==> src/rtl/core_pkg.sv <==
// rtl/core_pkg.sv - shared types, encodings and helpers for the pipeline hazard controller
package core_pkg;

   localparam int REG_ADDR_W_DEF = 3;

   localparam logic [1:0] FWD_REG   = 2'b00;
   localparam logic [1:0] FWD_EXMEM = 2'b01;
   localparam logic [1:0] FWD_MEMWB = 2'b10;

   typedef enum logic [1:0] {
      HZ_RUN    = 2'b00,
      HZ_STALL  = 2'b01,
      HZ_FREEZE = 2'b10
   } hz_state_t;

   typedef struct packed {
      logic                      valid;
      logic [REG_ADDR_W_DEF-1:0] rd;
      logic                      reg_write;
      logic                      is_load;
   } sb_entry_t;

   // A load in EX cannot forward yet; an EX hit otherwise beats an older MEM hit.
   function automatic logic [1:0] fwd_select(input logic ex_hit,
                                             input logic ex_load,
                                             input logic mem_hit);
      if (ex_hit && !ex_load) return FWD_EXMEM;
      if (mem_hit)            return FWD_MEMWB;
      return FWD_REG;
   endfunction

endpackage

==> src/rtl/hazard_ctrl_if.sv <==
// rtl/hazard_ctrl_if.sv - ID-stage decode fields in, pipeline control and forward selects out
interface hazard_ctrl_if #(
   parameter int REG_ADDR_W  = core_pkg::REG_ADDR_W_DEF,
   parameter int STALL_CNT_W = 16
);
   logic                   id_valid;
   logic [REG_ADDR_W-1:0]  id_rs1;
   logic [REG_ADDR_W-1:0]  id_rs2;
   logic                   id_use_rs1;
   logic                   id_use_rs2;
   logic [REG_ADDR_W-1:0]  id_rd;
   logic                   id_reg_write;
   logic                   id_load;
   logic                   id_jump;
   logic                   mem_busy;

   logic                   pc_stall;
   logic                   id_ex_bubble;
   logic                   if_id_flush;
   logic                   pipe_freeze;
   logic [STALL_CNT_W-1:0] stall_cnt;
   logic [1:0]             fwd_a;
   logic [1:0]             fwd_b;

   modport master (
      output id_valid, id_rs1, id_rs2, id_use_rs1, id_use_rs2, id_rd,
             id_reg_write, id_load, id_jump, mem_busy,
      input  pc_stall, id_ex_bubble, if_id_flush, pipe_freeze, stall_cnt, fwd_a, fwd_b
   );

   modport slave (
      input  id_valid, id_rs1, id_rs2, id_use_rs1, id_use_rs2, id_rd,
             id_reg_write, id_load, id_jump, mem_busy,
      output pc_stall, id_ex_bubble, if_id_flush, pipe_freeze, stall_cnt, fwd_a, fwd_b
   );
endinterface

==> src/rtl/hz_scoreboard.sv <==
// rtl/hz_scoreboard.sv - in-flight destination tracking for EX and MEM with source-match outputs
module hz_scoreboard
   import core_pkg::*;
#(
   parameter int REG_ADDR_W = REG_ADDR_W_DEF
) (
   input  logic                  clk,
   input  logic                  rst_n,
   input  logic                  freeze,
   input  logic                  bubble,
   input  logic                  id_valid,
   input  logic [REG_ADDR_W-1:0] id_rd,
   input  logic                  id_reg_write,
   input  logic                  id_load,
   input  logic [REG_ADDR_W-1:0] id_rs1,
   input  logic                  id_use_rs1,
   input  logic [REG_ADDR_W-1:0] id_rs2,
   input  logic                  id_use_rs2,
   output logic                  ex_hit_rs1,
   output logic                  ex_hit_rs2,
   output logic                  mem_hit_rs1,
   output logic                  mem_hit_rs2,
   output logic                  ex_is_load
);

   // The WB slot is not held: the register file writes in the first half of WB,
   // so an instruction there is already visible to ID and can never be a hazard.
   sb_entry_t ex_q;
   sb_entry_t mem_q;

   function automatic logic match(input sb_entry_t e,
                                  input logic [REG_ADDR_W-1:0] rs,
                                  input logic use_rs);
      return e.valid & e.reg_write & (e.rd == rs) & (rs != '0) & use_rs;
   endfunction

   // Advance EX->MEM and capture ID into EX unless the pipe is frozen; a bubble enters EX as invalid.
   always_ff @(posedge clk or negedge rst_n) begin
      if (!rst_n) begin
         ex_q  <= '0;
         mem_q <= '0;
      end else if (!freeze) begin
         mem_q <= ex_q;
         ex_q  <= '{valid:     id_valid & ~bubble,
                    rd:        id_rd,
                    reg_write: id_reg_write,
                    is_load:   id_load};
      end
   end

   assign ex_hit_rs1  = match(ex_q,  id_rs1, id_use_rs1);
   assign ex_hit_rs2  = match(ex_q,  id_rs2, id_use_rs2);
   assign mem_hit_rs1 = match(mem_q, id_rs1, id_use_rs1);
   assign mem_hit_rs2 = match(mem_q, id_rs2, id_use_rs2);
   assign ex_is_load  = ex_q.is_load;

endmodule

==> src/rtl/hazard_ctrl.sv <==
// rtl/hazard_ctrl.sv - RAW hazard stall, jump flush, memory freeze and stall counter; FORWARDING_EN enables operand forwarding
module hazard_ctrl
   import core_pkg::*;
#(
   parameter int REG_ADDR_W  = REG_ADDR_W_DEF,
   parameter int STALL_CNT_W = 16
) (
   input logic          clk,
   input logic          rst_n,
   hazard_ctrl_if.slave hz
);

   logic                   ex_hit_rs1;
   logic                   ex_hit_rs2;
   logic                   mem_hit_rs1;
   logic                   mem_hit_rs2;
   logic                   ex_is_load;
   logic                   hazard;
   hz_state_t              state_q;
   hz_state_t              state_d;
   logic [STALL_CNT_W-1:0] cnt_q;

   hz_scoreboard #(.REG_ADDR_W(REG_ADDR_W)) u_scoreboard (
      .clk          (clk),
      .rst_n        (rst_n),
      .freeze       (hz.pipe_freeze),
      .bubble       (hz.id_ex_bubble),
      .id_valid     (hz.id_valid),
      .id_rd        (hz.id_rd),
      .id_reg_write (hz.id_reg_write),
      .id_load      (hz.id_load),
      .id_rs1       (hz.id_rs1),
      .id_use_rs1   (hz.id_use_rs1),
      .id_rs2       (hz.id_rs2),
      .id_use_rs2   (hz.id_use_rs2),
      .ex_hit_rs1   (ex_hit_rs1),
      .ex_hit_rs2   (ex_hit_rs2),
      .mem_hit_rs1  (mem_hit_rs1),
      .mem_hit_rs2  (mem_hit_rs2),
      .ex_is_load   (ex_is_load)
   );

`ifdef FORWARDING_EN
   // Only a load still in EX has no value to forward yet: one-cycle load-use stall.
   assign hazard   = hz.id_valid & ex_is_load & (ex_hit_rs1 | ex_hit_rs2);
   assign hz.fwd_a = fwd_select(ex_hit_rs1, ex_is_load, mem_hit_rs1);
   assign hz.fwd_b = fwd_select(ex_hit_rs2, ex_is_load, mem_hit_rs2);
`else
   // Without bypass paths any producer in EX or MEM must drain first (up to 2 stall cycles).
   logic unused_ex_is_load;
   assign unused_ex_is_load = ex_is_load;
   assign hazard   = hz.id_valid & (ex_hit_rs1 | ex_hit_rs2 | mem_hit_rs1 | mem_hit_rs2);
   assign hz.fwd_a = FWD_REG;
   assign hz.fwd_b = FWD_REG;
`endif

   // Pipeline controls by priority: memory freeze, then data hazard, then jump flush.
   always_comb begin
      hz.pc_stall     = 1'b0;
      hz.id_ex_bubble = 1'b0;
      hz.if_id_flush  = 1'b0;
      hz.pipe_freeze  = 1'b0;
      state_d         = HZ_RUN;
      if (hz.mem_busy) begin
         hz.pipe_freeze = 1'b1;
         hz.pc_stall    = 1'b1;
         state_d        = HZ_FREEZE;
      end else if (hazard) begin
         hz.pc_stall     = 1'b1;
         hz.id_ex_bubble = 1'b1;
         state_d         = HZ_STALL;
      end else if (hz.id_valid && hz.id_jump) begin
         hz.if_id_flush = 1'b1;
      end
   end

   // Sequencer state tracks which kind of stall the pipe sat in last cycle.
   always_ff @(posedge clk or negedge rst_n) begin
      if (!rst_n) state_q <= HZ_RUN;
      else        state_q <= state_d;
   end

   // Saturating count of cycles spent stalled or frozen.
   always_ff @(posedge clk or negedge rst_n) begin
      if (!rst_n) begin
         cnt_q <= '0;
      end else if (state_q != HZ_RUN && cnt_q != {STALL_CNT_W{1'b1}}) begin
         cnt_q <= cnt_q + 1'b1;
      end
   end

   assign hz.stall_cnt = cnt_q;

endmodule

==> src/flat_wrapper.sv <==
// flat-port wrapper written by rule: the top's interface ports become plain ports
module hazard_ctrl_flat import core_pkg::*;
#(
   parameter int REG_ADDR_W  = REG_ADDR_W_DEF,
   parameter int STALL_CNT_W = 16
)
  (clk, rst_n, hz_id_valid, hz_id_rs1, hz_id_rs2, hz_id_use_rs1, hz_id_use_rs2, hz_id_rd, hz_id_reg_write, hz_id_load, hz_id_jump, hz_mem_busy, hz_pc_stall, hz_id_ex_bubble, hz_if_id_flush, hz_pipe_freeze, hz_stall_cnt, hz_fwd_a, hz_fwd_b);
  hazard_ctrl_if #(.REG_ADDR_W(REG_ADDR_W), .STALL_CNT_W(STALL_CNT_W)) hz_i ();
  input logic clk;
  input logic rst_n;
  input wire logic [$bits(hz_i.id_valid)-1:0] hz_id_valid;
  input wire logic [$bits(hz_i.id_rs1)-1:0] hz_id_rs1;
  input wire logic [$bits(hz_i.id_rs2)-1:0] hz_id_rs2;
  input wire logic [$bits(hz_i.id_use_rs1)-1:0] hz_id_use_rs1;
  input wire logic [$bits(hz_i.id_use_rs2)-1:0] hz_id_use_rs2;
  input wire logic [$bits(hz_i.id_rd)-1:0] hz_id_rd;
  input wire logic [$bits(hz_i.id_reg_write)-1:0] hz_id_reg_write;
  input wire logic [$bits(hz_i.id_load)-1:0] hz_id_load;
  input wire logic [$bits(hz_i.id_jump)-1:0] hz_id_jump;
  input wire logic [$bits(hz_i.mem_busy)-1:0] hz_mem_busy;
  output wire logic [$bits(hz_i.pc_stall)-1:0] hz_pc_stall;
  output wire logic [$bits(hz_i.id_ex_bubble)-1:0] hz_id_ex_bubble;
  output wire logic [$bits(hz_i.if_id_flush)-1:0] hz_if_id_flush;
  output wire logic [$bits(hz_i.pipe_freeze)-1:0] hz_pipe_freeze;
  output wire logic [$bits(hz_i.stall_cnt)-1:0] hz_stall_cnt;
  output wire logic [$bits(hz_i.fwd_a)-1:0] hz_fwd_a;
  output wire logic [$bits(hz_i.fwd_b)-1:0] hz_fwd_b;
  assign hz_i.id_valid = hz_id_valid;
  assign hz_i.id_rs1 = hz_id_rs1;
  assign hz_i.id_rs2 = hz_id_rs2;
  assign hz_i.id_use_rs1 = hz_id_use_rs1;
  assign hz_i.id_use_rs2 = hz_id_use_rs2;
  assign hz_i.id_rd = hz_id_rd;
  assign hz_i.id_reg_write = hz_id_reg_write;
  assign hz_i.id_load = hz_id_load;
  assign hz_i.id_jump = hz_id_jump;
  assign hz_i.mem_busy = hz_mem_busy;
  assign hz_pc_stall = hz_i.pc_stall;
  assign hz_id_ex_bubble = hz_i.id_ex_bubble;
  assign hz_if_id_flush = hz_i.if_id_flush;
  assign hz_pipe_freeze = hz_i.pipe_freeze;
  assign hz_stall_cnt = hz_i.stall_cnt;
  assign hz_fwd_a = hz_i.fwd_a;
  assign hz_fwd_b = hz_i.fwd_b;
  hazard_ctrl #(.REG_ADDR_W(REG_ADDR_W), .STALL_CNT_W(STALL_CNT_W)) u_core (.clk(clk), .rst_n(rst_n), .hz(hz_i));
endmodule
==> config.mk <==
export PLATFORM = sky130hd
export DESIGN_NAME = hazard_ctrl_flat
export DESIGN_NICKNAME = d
export VERILOG_FILES = /design/src/rtl/core_pkg.sv /design/src/rtl/hazard_ctrl_if.sv /design/src/rtl/hz_scoreboard.sv /design/src/rtl/hazard_ctrl.sv /design/src/flat_wrapper.sv
export SDC_FILE = /design/constraint.sdc
export NUM_CORES = 1
export LEC_CHECK = 0
export BUFFER_PORTS_ARGS = -buffer_cell sky130_fd_sc_hd__buf_2
export CORE_MARGIN = 3
export CORE_UTILIZATION = 35
export DETAILED_ROUTE_END_ITERATION = 12
export SLEW_MARGIN = 20
export SYNTH_ARGS = -nofsm -noshare
export SYNTH_HDL_FRONTEND = slang
export SYNTH_SLANG_ARGS = --single-unit
==> constraint.sdc <==
create_clock -name clk -period 4 [get_ports clk]
set_clock_uncertainty 0.05 [all_clocks]
set_input_delay 0.2 -clock clk [delete_from_list [all_inputs] [get_ports clk]]
set_output_delay 0.2 -clock clk [all_outputs]
set_load 0.005 [all_outputs]
Word level (Yosys, flattened, before mapping)
Index checks and enable logic that the tools add are counted.
Cells by class
  mux-type cells: 9
  bitwise logic cells: 20
  shifts and indexed selects: 0
  eq/ne operators: 5
  div/mod/pow operators: 0
  reductions and logical operators: 5
  $lt $le $gt $ge: 0
  add/sub/neg operators: 1
  multipliers: 0
Operators with widths (count)
  $add 16x1->16 const B: 1
  $and 1x1->1: 16
  $ne 16x16->1 const B: 1
  $eq 3x3->1: 4
  $mux 1: 8
  $reduce_bool 3->1: 2
  $or 1x1->1: 3
  $logic_and 1x1->1: 2
  $mux 2: 1
  $reduce_bool 2->1: 1
  $not 1->1: 1
Storage, ports and cells
  output and inout bits: 24
  bits in latches: 0
  memories: 0
  ROM bits: 0
  input port bits: 18
  RAM bits: 0
  register bits after elaboration: 28

Longest topological paths before layout
Gate-level depths: netlist (run 1).
  word-level depth: 12
  gate-level depth with buffers: 6
  gate-level depth less buffers: 6

By module
From an unflattened synthesis (run 1), not the netlist that was laid out.
Second synthesis, totals
  cells, all modules: 147
  area, all modules: 1597.8 um^2
Modules (own cells, without submodules)
  hazard_ctrl: sequential area each 450.4 um^2, area each 954.7 um^2, instances 1, cells each 89
  hz_scoreboard: sequential area each 275.3 um^2, area each 643.1 um^2, instances 1, cells each 58

Worst setup path before layout (run 1)
OpenSTA, ideal clock, no wires.
  kind: flip-flop to flip-flop
  start point: register u_core.cnt_q[0] (netlist: u_core.hz.stall_cnt[0])
  end point: register u_core.cnt_q[1] (netlist: u_core.hz.stall_cnt[1])
  setup time: 127 ps
  period minus slack after synthesis: 1642 ps
  stages on the path, launching flop included: 6
  path slack: 2358 ps
  arrival: 1464 ps
  cells stage by stage: dfrtp_1 ha_1 nand3_1 nor3_2 a21oi_2 mux2_1
On the way
  cells in the longest elaborated chain, start to end: 2
RTL lines
  from (decl): RTL line hazard_ctrl.sv:21  | logic [STALL_CNT_W-1:0] cnt_q;
  from (signal assigned): RTL line hazard_ctrl.sv:88  | cnt_q <= cnt_q + 1'b1;
  parallel branches: the longest is 2 deep, another holds $add 16x1->16
Several ways; the timed one is not identified.
A chain may end at the register's enable or synchronous reset.

Worst setup path after layout (run 1)
  start point: register u_core.u_scoreboard.ex_q[4] (netlist name)
  end point: output port hz_id_ex_bubble
On the way
  cells in the longest elaborated chain, start to end: 10
RTL lines
  from (decl): RTL line hz_scoreboard.sv:28  | sb_entry_t ex_q;
  from (signal assigned): RTL line hz_scoreboard.sv:44  | ex_q <= '{valid: id_valid & ~bubble,
  $eq 3x3->1: RTL line hz_scoreboard.sv:34  | return e.valid & e.reg_write & (e.rd == rs) & (rs != '0) & use_rs;
  $and 1x1->1 (3 in a row): RTL line hz_scoreboard.sv:34
  $or 1x1->1 * (3 in a row): RTL line hazard_ctrl.sv:52  | assign hazard = hz.id_valid & (ex_hit_rs1 | ex_hit_rs2 | mem_hit_rs1 | mem_hit_rs2);
  $and 1x1->1 *: RTL line hazard_ctrl.sv:52
  $mux 1 *: RTL line hazard_ctrl.sv:68  | end else if (hazard) begin
  $mux 1 *: RTL line hazard_ctrl.sv:64  | if (hz.mem_busy) begin
  to (decl): RTL line flat_wrapper.sv:22  | output wire logic [$bits(hz_i.id_ex_bubble)-1:0] hz_id_ex_bubble;
Every way passes the cells marked *; elsewhere a longest branch is shown, timed or not.

==> results.toml, run 1 <==
[setup_path]
required_ns = 3.75
path_class = "reg -> out"
critPathCaptureType = "primary output"
cp-start-kind = "flip-flop"
cp_max_fo = 4
crit_arrival_ns = 1.92

[floorplanning]
start_util_pct = 37.5
die_h_um = 69.8
rows = 22
num_io_pins = 42
fp.dieW_um = 69.8
dieArea_sq_mm = 0.00487
core_area_sq_mm = 0.00380

[global_route]
first_global_vias = 1043
overflow = 0
antenna_found_initial = 0
grt_pass1_wl_um = 4650
grt_max_degree = 29
gr-usage-all-layers_pct = 11.4

[cells_and_area]
fin_util_pct = 44.8
final_layout_size_suffix_gt1_share_pct = 35.2
fill_cells = 380
syn2layout_area_growth_pct = 19.3
n_antenna_cell = 0
final_nets = 182

[clocking]
clk_latency_ns = 0.27
cts.sinks = 28
path_clk_slew_ns = 0.09
cts-buffers-inserted = 3
cts_root_buffer = "clkbuf_8"
htree_levels = 1
clockBufferDepth = 2
tritoncts = "built"
cts_resized = 0

[detailed_routing]
viasPerCell = 4.87
ant_nets = 0
wl_per_cell_um = 12.5
vias = 1022
finalWirelength_um = 2620
drt_pass1_iterations = 4
drt_iter0_drc = 36
drc_errors = 0

[timing]
worst_pin_slew_ns = 0.611
finalHoldViolations = 0
setup_viol = 0
fin_crit_sh_pct = 54.2
grt_setup_unrepaired = "false"
slew_headroom_pct = 59.3
max_freq_mhz = 462
min_period_ns = 2.17
final.setup.tns_ns = 0
slew_violations = 0

[logic_synthesis]
synthDistinctLibCells = 34
synthCells = 124
yosys_warnings = 0
netlist_top_cells_area = "dfrtp_1 49%, xor2_1 8.6%, mux2_2 7.1%"
synth_seq_cells = 28
synth_area_leader_cell = "dfrtp_1"
syn_avg_cell_area_sq_um = 11.5
synth-async-reset-ratio_pct = 100
synth_ff_type = "dfrtp_1"
synth_area_sq_mm = 0.00143
synth_edf_count = 0
synth_top_area_share_pct = 49.2
yosysSeqAreaShare_pct = 49.2

[place]
hpwlAfterDp_um = 2050
place.gp.congestion = 0.818
io_buffers = 36

[min_path]
min_path_type = "in -> reg"

[power_and_ir_drop]
powerDensity_mw_per_mm2 = 425
p_leak_nw = 0.792
ir_drop_uv = 199

[status]
status = "finished, final reports clean"

[job]
drv_cap = 0
flip-flops by register name, summed over array words and instances (netlist names):
name and cells:
u_core.u_scoreboard.mem_q 5, u_core.hz.stall_cnt 16, u_core.state_q 2, u_core.u_scoreboard.ex_q 5
layer usage:
metal  vias up  share of wire (%)  global-route usage (%)
met5         -                  0                       0
met4         0                1.2                    2.55
met3         5                6.4                    3.62
met2        30                 49                    19.0
met1       491                 44                    14.4
li1        496                  -                       -
timing repair:
action	CTS	global route
endpoints found under the hold margin	28	0
hold buffers	1	0
buffers inserted	0	0
final timing paths:
kind                                                               from                                      end  slack [ns]  cells after the start
max in group asynchronous                                         rst_n  u_core.u_scoreboard.ex_q[5]$_DFFE_PN0N_        3.09                      2
worst min-delay path                                        hz_id_rd[0]  u_core.u_scoreboard.ex_q[2]$_DFFE_PN0N_        0.11                      2
min in group asynchronous                                         rst_n       u_core.hz.stall_cnt[8]$_DFFE_PN0P_        0.42                      2
worst max register to register       u_core.hz.stall_cnt[0]$_DFFE_PN0P_       u_core.hz.stall_cnt[1]$_DFFE_PN0P_        2.19                      5
worst max-delay path            u_core.u_scoreboard.ex_q[4]$_DFFE_PN0N_                          hz_id_ex_bubble        1.83                      6
worst min register to register       u_core.hz.stall_cnt[8]$_DFFE_PN0P_       u_core.hz.stall_cnt[8]$_DFFE_PN0P_        0.46                      1
cells by family (layout without fill, tap and decap cells):
logic type	Yosys count	in the layout	synth area share, %
fa+ha+maj	1	1	0.878
buf+inv	8	43	3.42
xor+xnor	25	25	15.4
compound gates	10	10	6.23
mux	10	10	7.90
flops	28	28	49.2
simple gates	41	41	16.8
other cells	1	4	0.263
per-stage QoR:
stage / power, mW / instance area (sq um) / std cells / setup slack (ns) / hold slack, ns
floorplan: 0.486 / 1440 / 127 / 2.36 / -0.146
global placement: 0.550 / 1640 / 205 / 2.16 / 0.192
CTS: 0.740 / 1700 / 210 / 1.82 / 0.0933
finish: 0.722 / 1700 / 210 / 1.83 / 0.106
detailed placement: 0.562 / 1640 / 205 / 2.13 / 0.200
global route: 0.772 / 1700 / 210 / 1.64 / 0.0949
area by class of cell:
class	count	area, sq um	share of cell area (%)
Sequential cell	28	701	41.2
Multi-Input combinational cell	91	687	40.4
Timing Repair Buffer	37	190	11.2
Tap cell	48	60.1	3.53
Clock buffer	4	55.1	3.24
Inverter	2	7.51	0.442
Yosys cell counts (2+ instances only):
| master | count |
|---|---|
| inv_1 | 2 |
| xnor2_1 | 11 |
| nand4_1 | 3 |
| buf_4 | 5 |
| mux2_2 | 9 |
| nor2_1 | 6 |
| o31ai_1 | 2 |
| xor2_1 | 14 |
| nor4_1 | 4 |
| nand2_1 | 8 |
| and3_1 | 2 |
| nand2b_1 | 2 |
| nand3_1 | 8 |
| dfrtp_1 | 28 |
where the power goes:
part	internal (mW)	switching [mW]	leakage, nW
sequential	0.331	0.0545	0.355
combinational	0.0912	0.0754	0.407
clock	0.0881	0.0819	0.0288
total	0.510	0.212	0.792
cell usage in the layout (no fill, tap or decap), types with 2 or more instances in the layout:
cell / n
mux2_2: 9
buf_2: 36
nand2b_1: 2
conb_1: 4
dfrtp_1: 28
nand3_1: 8
nor2_1: 6
inv_1: 2
and3_1: 2
nand4_1: 3
clkbuf_8: 4
nor4_1: 4
xnor2_1: 11
nand2_1: 8
o31ai_1: 2
xor2_1: 14
worst max-delay path, cell delays in order, from the launching register on:
cell and delay, ns:
dfrtp_1 0.43, xor2_1 0.17, nor4_1 0.28, nor2_1 0.08, o22ai_1 0.32, nor2b_1 0.23, buf_2 0.14
No activity file was read; power rests on OpenSTA's default activity.
==> inputs of run 2 (changes only) <==
==> constraint.sdc (replaced) <==
create_clock -name clk -period 2 [get_ports clk]
set_clock_uncertainty 0.05 [all_clocks]
set_input_delay 0.1 -clock clk [delete_from_list [all_inputs] [get_ports clk]]
set_output_delay 0.1 -clock clk [all_outputs]
set_load 0.005 [all_outputs]
==> run 2 against run 1 <==
Effect of this change: via count is 3.9% higher; wire length is 6.3% higher; clock power is 100% higher; die area stayed put; register-to-register slack worse by 2.0 ns; critical path depth is 1 higher; final area is 3.6% higher; non-clock buffer count is 4 higher; cell count is 1.9% higher; largest cell class is now multi-input combinational cells; largest power group unchanged; highest routed layer unchanged.
==> results.toml, run 2 (synthesized netlist as in run 1, its figures left out) <==
[status]
status = "finished, final reports clean"

[detailed_routing]
finalWirelength_um = 2790
drt_iter0_drc = 32
drt_pass1_iterations = 4
drc_errors = 0
wl_per_cell_um = 13.0
viasPerCell = 4.96
ant_nets = 0
vias = 1062

[cells_and_area]
layoutNonFillerInstCount = 214
final_nets = 186
syn2layout_area_growth_pct = 23.6
post-route-cell-area_sq_mm = 0.00176
layout_common_cells = "36 x buf_2, 28 x dfrtp_1, 14 x xor2_1"
largest_reg_flops = 16
multi_input_area_sq_um = 713
area.sequential_sq_um = 701
final_layout_size_suffix_gt1_share_pct = 38.0
n_antenna_cell = 0
fin_util_pct = 46.4
final_common_cell = "buf_2"
fill_cells = 362

[floorplanning]
start_util_pct = 37.5
core_area_sq_mm = 0.00380
rows = 22
dieArea_sq_mm = 0.00487
die_h_um = 69.8
num_io_pins = 42
fp.dieW_um = 69.8

[min_path]
hold_path.startpoint = "hz_id_reg_write"
min_path_type = "in -> reg"

[place]
io_buffers = 36
place.gp.congestion = 0.820
pre_cts_slack_ns = 0.229
dpl.cell_count = 206
placed_area_sq_mm = 0.00164
hpwlAfterDp_um = 2080

[timing]
final.setup.tns_ns = 0
finalHoldViolations = 0
worst_slack_ns = 0.0344
worst_pin_slew_ns = 0.618
grt_setup_unrepaired = "true"
max_freq_mhz = 509
fin_hold_ws_ns = 0.00474
fin_crit_sh_pct = 98.3
slew_violations = 0
setup_viol = 0
slew_headroom_pct = 58.8
min_period_ns = 1.97

[clocking]
htree_levels = 1
clk_latency_ns = 0.27
cts-buffers-inserted = 3
path_clk_slew_ns = 0.09
tritoncts = "built"
cts.sinks = 28
cts_root_buffer = "clkbuf_8"
clockBufferDepth = 2

[global_route]
grt_pass1_wl_um = 4840
gr-usage-all-layers_pct = 11.9
first_global_vias = 1102
grt_max_degree = 29
antenna_found_initial = 0
overflow = 0

[power_and_ir_drop]
power.switching_mw = 0.441
ir_drop_uv = 345
swShare_pct = 30.0
power_frac_clock_pct = 23.6
intPower_mw = 1.03
p_total_mw = 1.47
p_leak_nw = 0.811
powerDensity_mw_per_mm2 = 836
seq_power_share_pct = 52.3
share_comb_of_total_power_pct = 24.1

[setup_path]
required_ns = 1.85
crit_start = "u_core.u_scoreboard.mem_q[3]$_DFFE_PN0N_"
crit_arrival_ns = 1.82
r2r_start = "u_core.hz.stall_cnt[0]$_DFFE_PN0P_"
critPathCaptureType = "primary output"
cp-start-kind = "flip-flop"
path_class = "reg -> out"
cp_max_fo = 4

[job]
drv_cap = 0
[run 2: cell count changes in the layout (fill, tap and decap cells not counted)]
cell           change
buf_4              +2
dlygate4sd3_1      +2
nor4_1             -2
nor4_2             +2
nor2b_1            -1
nor2b_4            +1
o22ai_1            -1
o22ai_2            +1
[run 2: cell type report]
type	count	area share, %
Multi-Input combinational cell	91	40.5
Sequential cell	28	39.8
Timing Repair Buffer	41	12.8
Tap cell	48	3.41
Clock buffer	4	3.12
Inverter	2	0.426
[run 2: what timing repair did]
action,in CTS,in global routing
hold endpoints to repair,29,1
resized for setup,2,3
hold buffers,2,1
pin swaps,2,7
setup buffers,0,2
endpoints found under the setup margin,2,3
cloned,0,0
[run 2: power groups by stage]
| stage | Sequential (mW) | Clock (mW) | Combinational (mW) |
|---|---|---|---|
| 6_report | 0.770 | 0.347 | 0.355 |
| 5_1_grt | 0.787 | 0.393 | 0.398 |
| 4_1_cts | 0.773 | 0.361 | 0.352 |
| 3_5_place_dp | 0.784 | 0 | 0.343 |
| 3_3_place_gp | 0.773 | 0 | 0.330 |
| 2_1_floorplan | 0.771 | 0 | 0.201 |
[run 2: critical path, cell delays in order (launching register included)]
cell	delay, ns
dfrtp_1	0.42
buf_4	0.15
xor2_1	0.14
nor4_1	0.24
nor2_1	0.11
o22ai_2	0.19
nor2b_4	0.18
buf_2	0.11
[run 2: final timing paths]
kind                                                           endpoint  slack (ns)  cells past startpoint
worst max-delay path                                    hz_id_ex_bubble        0.03                      7
worst min-delay path            u_core.u_scoreboard.ex_q[1]$_DFFE_PN0N_       0.005                      2
worst max register to register      u_core.hz.stall_cnt[13]$_DFFE_PN0P_        0.21                      6
worst min register to register       u_core.hz.stall_cnt[8]$_DFFE_PN0P_        0.47                      1
max in group asynchronous       u_core.u_scoreboard.ex_q[3]$_DFFE_PN0N_        1.18                      2
min in group asynchronous            u_core.hz.stall_cnt[8]$_DFFE_PN0P_        0.32                      2
[run 2: layer usage]
metal / GRT usage (%) / part of all wire [%] / vias to the layer above
met5: 0 / 0 / -
met4: 2.55 / 0.83 / 0
met3: 4.35 / 6.5 / 4
met2: 20.1 / 51 / 35
met1: 14.4 / 42 / 517
li1: - / - / 506
==> inputs of run 3 (changes only) <==
--- a/config.mk
+++ b/config.mk
@@ -9,6 +9,7 @@
 export CORE_MARGIN = 3
 export CORE_UTILIZATION = 35
 export DETAILED_ROUTE_END_ITERATION = 12
+export RECOVER_POWER = 25
 export SLEW_MARGIN = 20
 export SYNTH_ARGS = -nofsm -noshare
 export SYNTH_HDL_FRONTEND = slang
==> run 3 against run 2 <==
Effect of this change: cell count unchanged; setup slack is the same; via count about the same; clock power hardly changed; core utilization barely moved; wire length unchanged; sequential power is essentially flat; die area did not move; first-iteration DRC count is the same; sequential cell count did not move; critical path type unchanged; critical endpoint unchanged; largest power group unchanged.
==> results.toml, run 3 (synthesized netlist as in run 1, its figures left out) <==
[global_route]
first_global_vias = 1102
grt_pass1_wl_um = 4840
overflow = 0
grt_max_degree = 29
antenna_found_initial = 0
gr-usage-all-layers_pct = 11.9

[job]
drv_cap = 0

[setup_path]
cp-start-kind = "flip-flop"
r2r-end = "u_core.hz.stall_cnt[13]$_DFFE_PN0P_"
critPathCaptureType = "primary output"
path_class = "reg -> out"
required_ns = 1.85
rr_worst_depth = 6
r2r_slack_ns = 0.21
cp_max_fo = 4
r2r_start = "u_core.hz.stall_cnt[0]$_DFFE_PN0P_"
crit_arrival_ns = 1.82

[timing]
final.setup.tns_ns = 0
min_period_ns = 1.97
setup_viol = 0
slew_headroom_pct = 1.16
max_freq_mhz = 509
grt_setup_unrepaired = "true"
slew_violations = 0
fin_hold_ws_ns = 0.00474
worst_pin_slew_ns = 1.48
fin_crit_sh_pct = 98.3
finalHoldViolations = 0

[clocking]
tritoncts = "built"
cts-buffers-inserted = 3
clockBufferDepth = 2
cts.sinks = 28
cts_root_buffer = "clkbuf_8"
path_clk_slew_ns = 0.09
htree_levels = 1
clk_latency_ns = 0.27

[detailed_routing]
viasPerCell = 4.96
drc_errors = 0
finalWirelength_um = 2790
vias = 1061
drt_pass1_iterations = 4
drt_iter0_drc = 32
wl_per_cell_um = 13.0
ant_nets = 0

[power_and_ir_drop]
p_leak_nw = 0.809
intPower_mw = 1.03
powerDensity_mw_per_mm2 = 836
power.switching_mw = 0.441
seq_power_share_pct = 52.3
swShare_pct = 30.0
p_total_mw = 1.47
share_comb_of_total_power_pct = 24.1
ir_drop_uv = 345
power_frac_clock_pct = 23.6

[place]
place.gp.congestion = 0.820
placed_area_sq_mm = 0.00164
io_buffers = 36
hpwlAfterDp_um = 2080

[min_path]
min_path_type = "in -> reg"
hold_path.startpoint = "hz_id_reg_write"
min_to = "u_core.u_scoreboard.ex_q[1]$_DFFE_PN0N_"
hold-path-cell-count = 2

[cells_and_area]
final_common_cell = "buf_2"
largest_reg_flops = 16
syn2layout_area_growth_pct = 23.5
layout_common_cells = "35 x buf_2, 28 x dfrtp_1, 14 x xor2_1"
n_antenna_cell = 0
post-route-cell-area_sq_mm = 0.00176
final_nets = 186
final_layout_size_suffix_gt1_share_pct = 37.3

[floorplanning]
die_h_um = 69.8
num_io_pins = 42
core_area_sq_mm = 0.00380
dieArea_sq_mm = 0.00487
fp.dieW_um = 69.8
start_util_pct = 37.5
rows = 22

[status]
status = "finished, final reports clean"
==> run 3: cell types whose count changed in the layout (fill, tap and decap cells not counted) <==
cell      previous run  this run
buf_2               36        35
clkbuf_1             0         1
==> run 3: layout make-up <==
type | instances | area [sq um]
Multi-Input combinational cell | 91 | 713
Fill cell | 363 | 2040
Tap cell | 48 | 60.1
Inverter | 2 | 7.51
Sequential cell | 28 | 701
Timing Repair Buffer | 41 | 224
Clock buffer | 4 | 55.1
==> run 3: per-layer routing <==
layer / vias to the layer above / global-route usage, % / wire length (um)
li1: 506 / - / -
met1: 516 / 14.4 / 1170
met2: 35 / 20.1 / 1410
met3: 4 / 4.35 / 182
met4: 0 / 2.55 / 23
met5: - / 0 / 0
==> run 3: worst max-delay path by stage <==
stage                                                        start                                   to  slack [ns]  cells after the start
after floorplan                 u_core.hz.stall_cnt[0]$_DFFE_PN0P_   u_core.hz.stall_cnt[1]$_DFFE_PN0P_        0.36                      5
after global placement          u_core.hz.stall_cnt[0]$_DFFE_PN0P_  u_core.hz.stall_cnt[13]$_DFFE_PN0P_        0.26                      6
after detailed placement        u_core.hz.stall_cnt[0]$_DFFE_PN0P_  u_core.hz.stall_cnt[11]$_DFFE_PN0P_        0.23                      6
after CTS                  u_core.u_scoreboard.ex_q[2]$_DFFE_PN0N_                      hz_id_ex_bubble        0.02                      6
after global routing      u_core.u_scoreboard.mem_q[3]$_DFFE_PN0N_                      hz_id_ex_bubble       -0.07                      6
final                     u_core.u_scoreboard.mem_q[3]$_DFFE_PN0N_                      hz_id_ex_bubble        0.03                      7
==> run 3: timing repair <==
item	4_1_cts	5_1_grt
hold endpoints to repair	29	1
setup buffers	0	2
cloned	0	0
pin swaps	2	7
resized for setup	2	3
hold buffers	2	1
endpoints found under the setup margin	2	3
==> run 3: critical path, stage by stage (launching register included) <==
cell and delay [ns]:
dfrtp_1 0.42, buf_4 0.15, xor2_1 0.14, nor4_1 0.24, nor2_1 0.11, o22ai_2 0.19, nor2b_4 0.18, buf_2 0.11
==> run 3: metrics by stage <==
stage                     setup slack (ns)  cells  util [%]
after floorplan                      0.358    127         -
after global placement               0.259    206      43.2
after detailed placement             0.229    206      43.2
after CTS                           0.0216    212      45.5
after global routing               -0.0746    214      46.3
final                               0.0344    214      46.3
==> run 3: power by group through the flow <==
stage               clock, mW  combinational [mW]  sequential [mW]
floorplan                   0               0.201            0.771
global route            0.393               0.398            0.787
finish                  0.347               0.355            0.770
CTS                     0.361               0.352            0.773
global placement            0               0.330            0.773
detailed placement          0               0.343            0.784
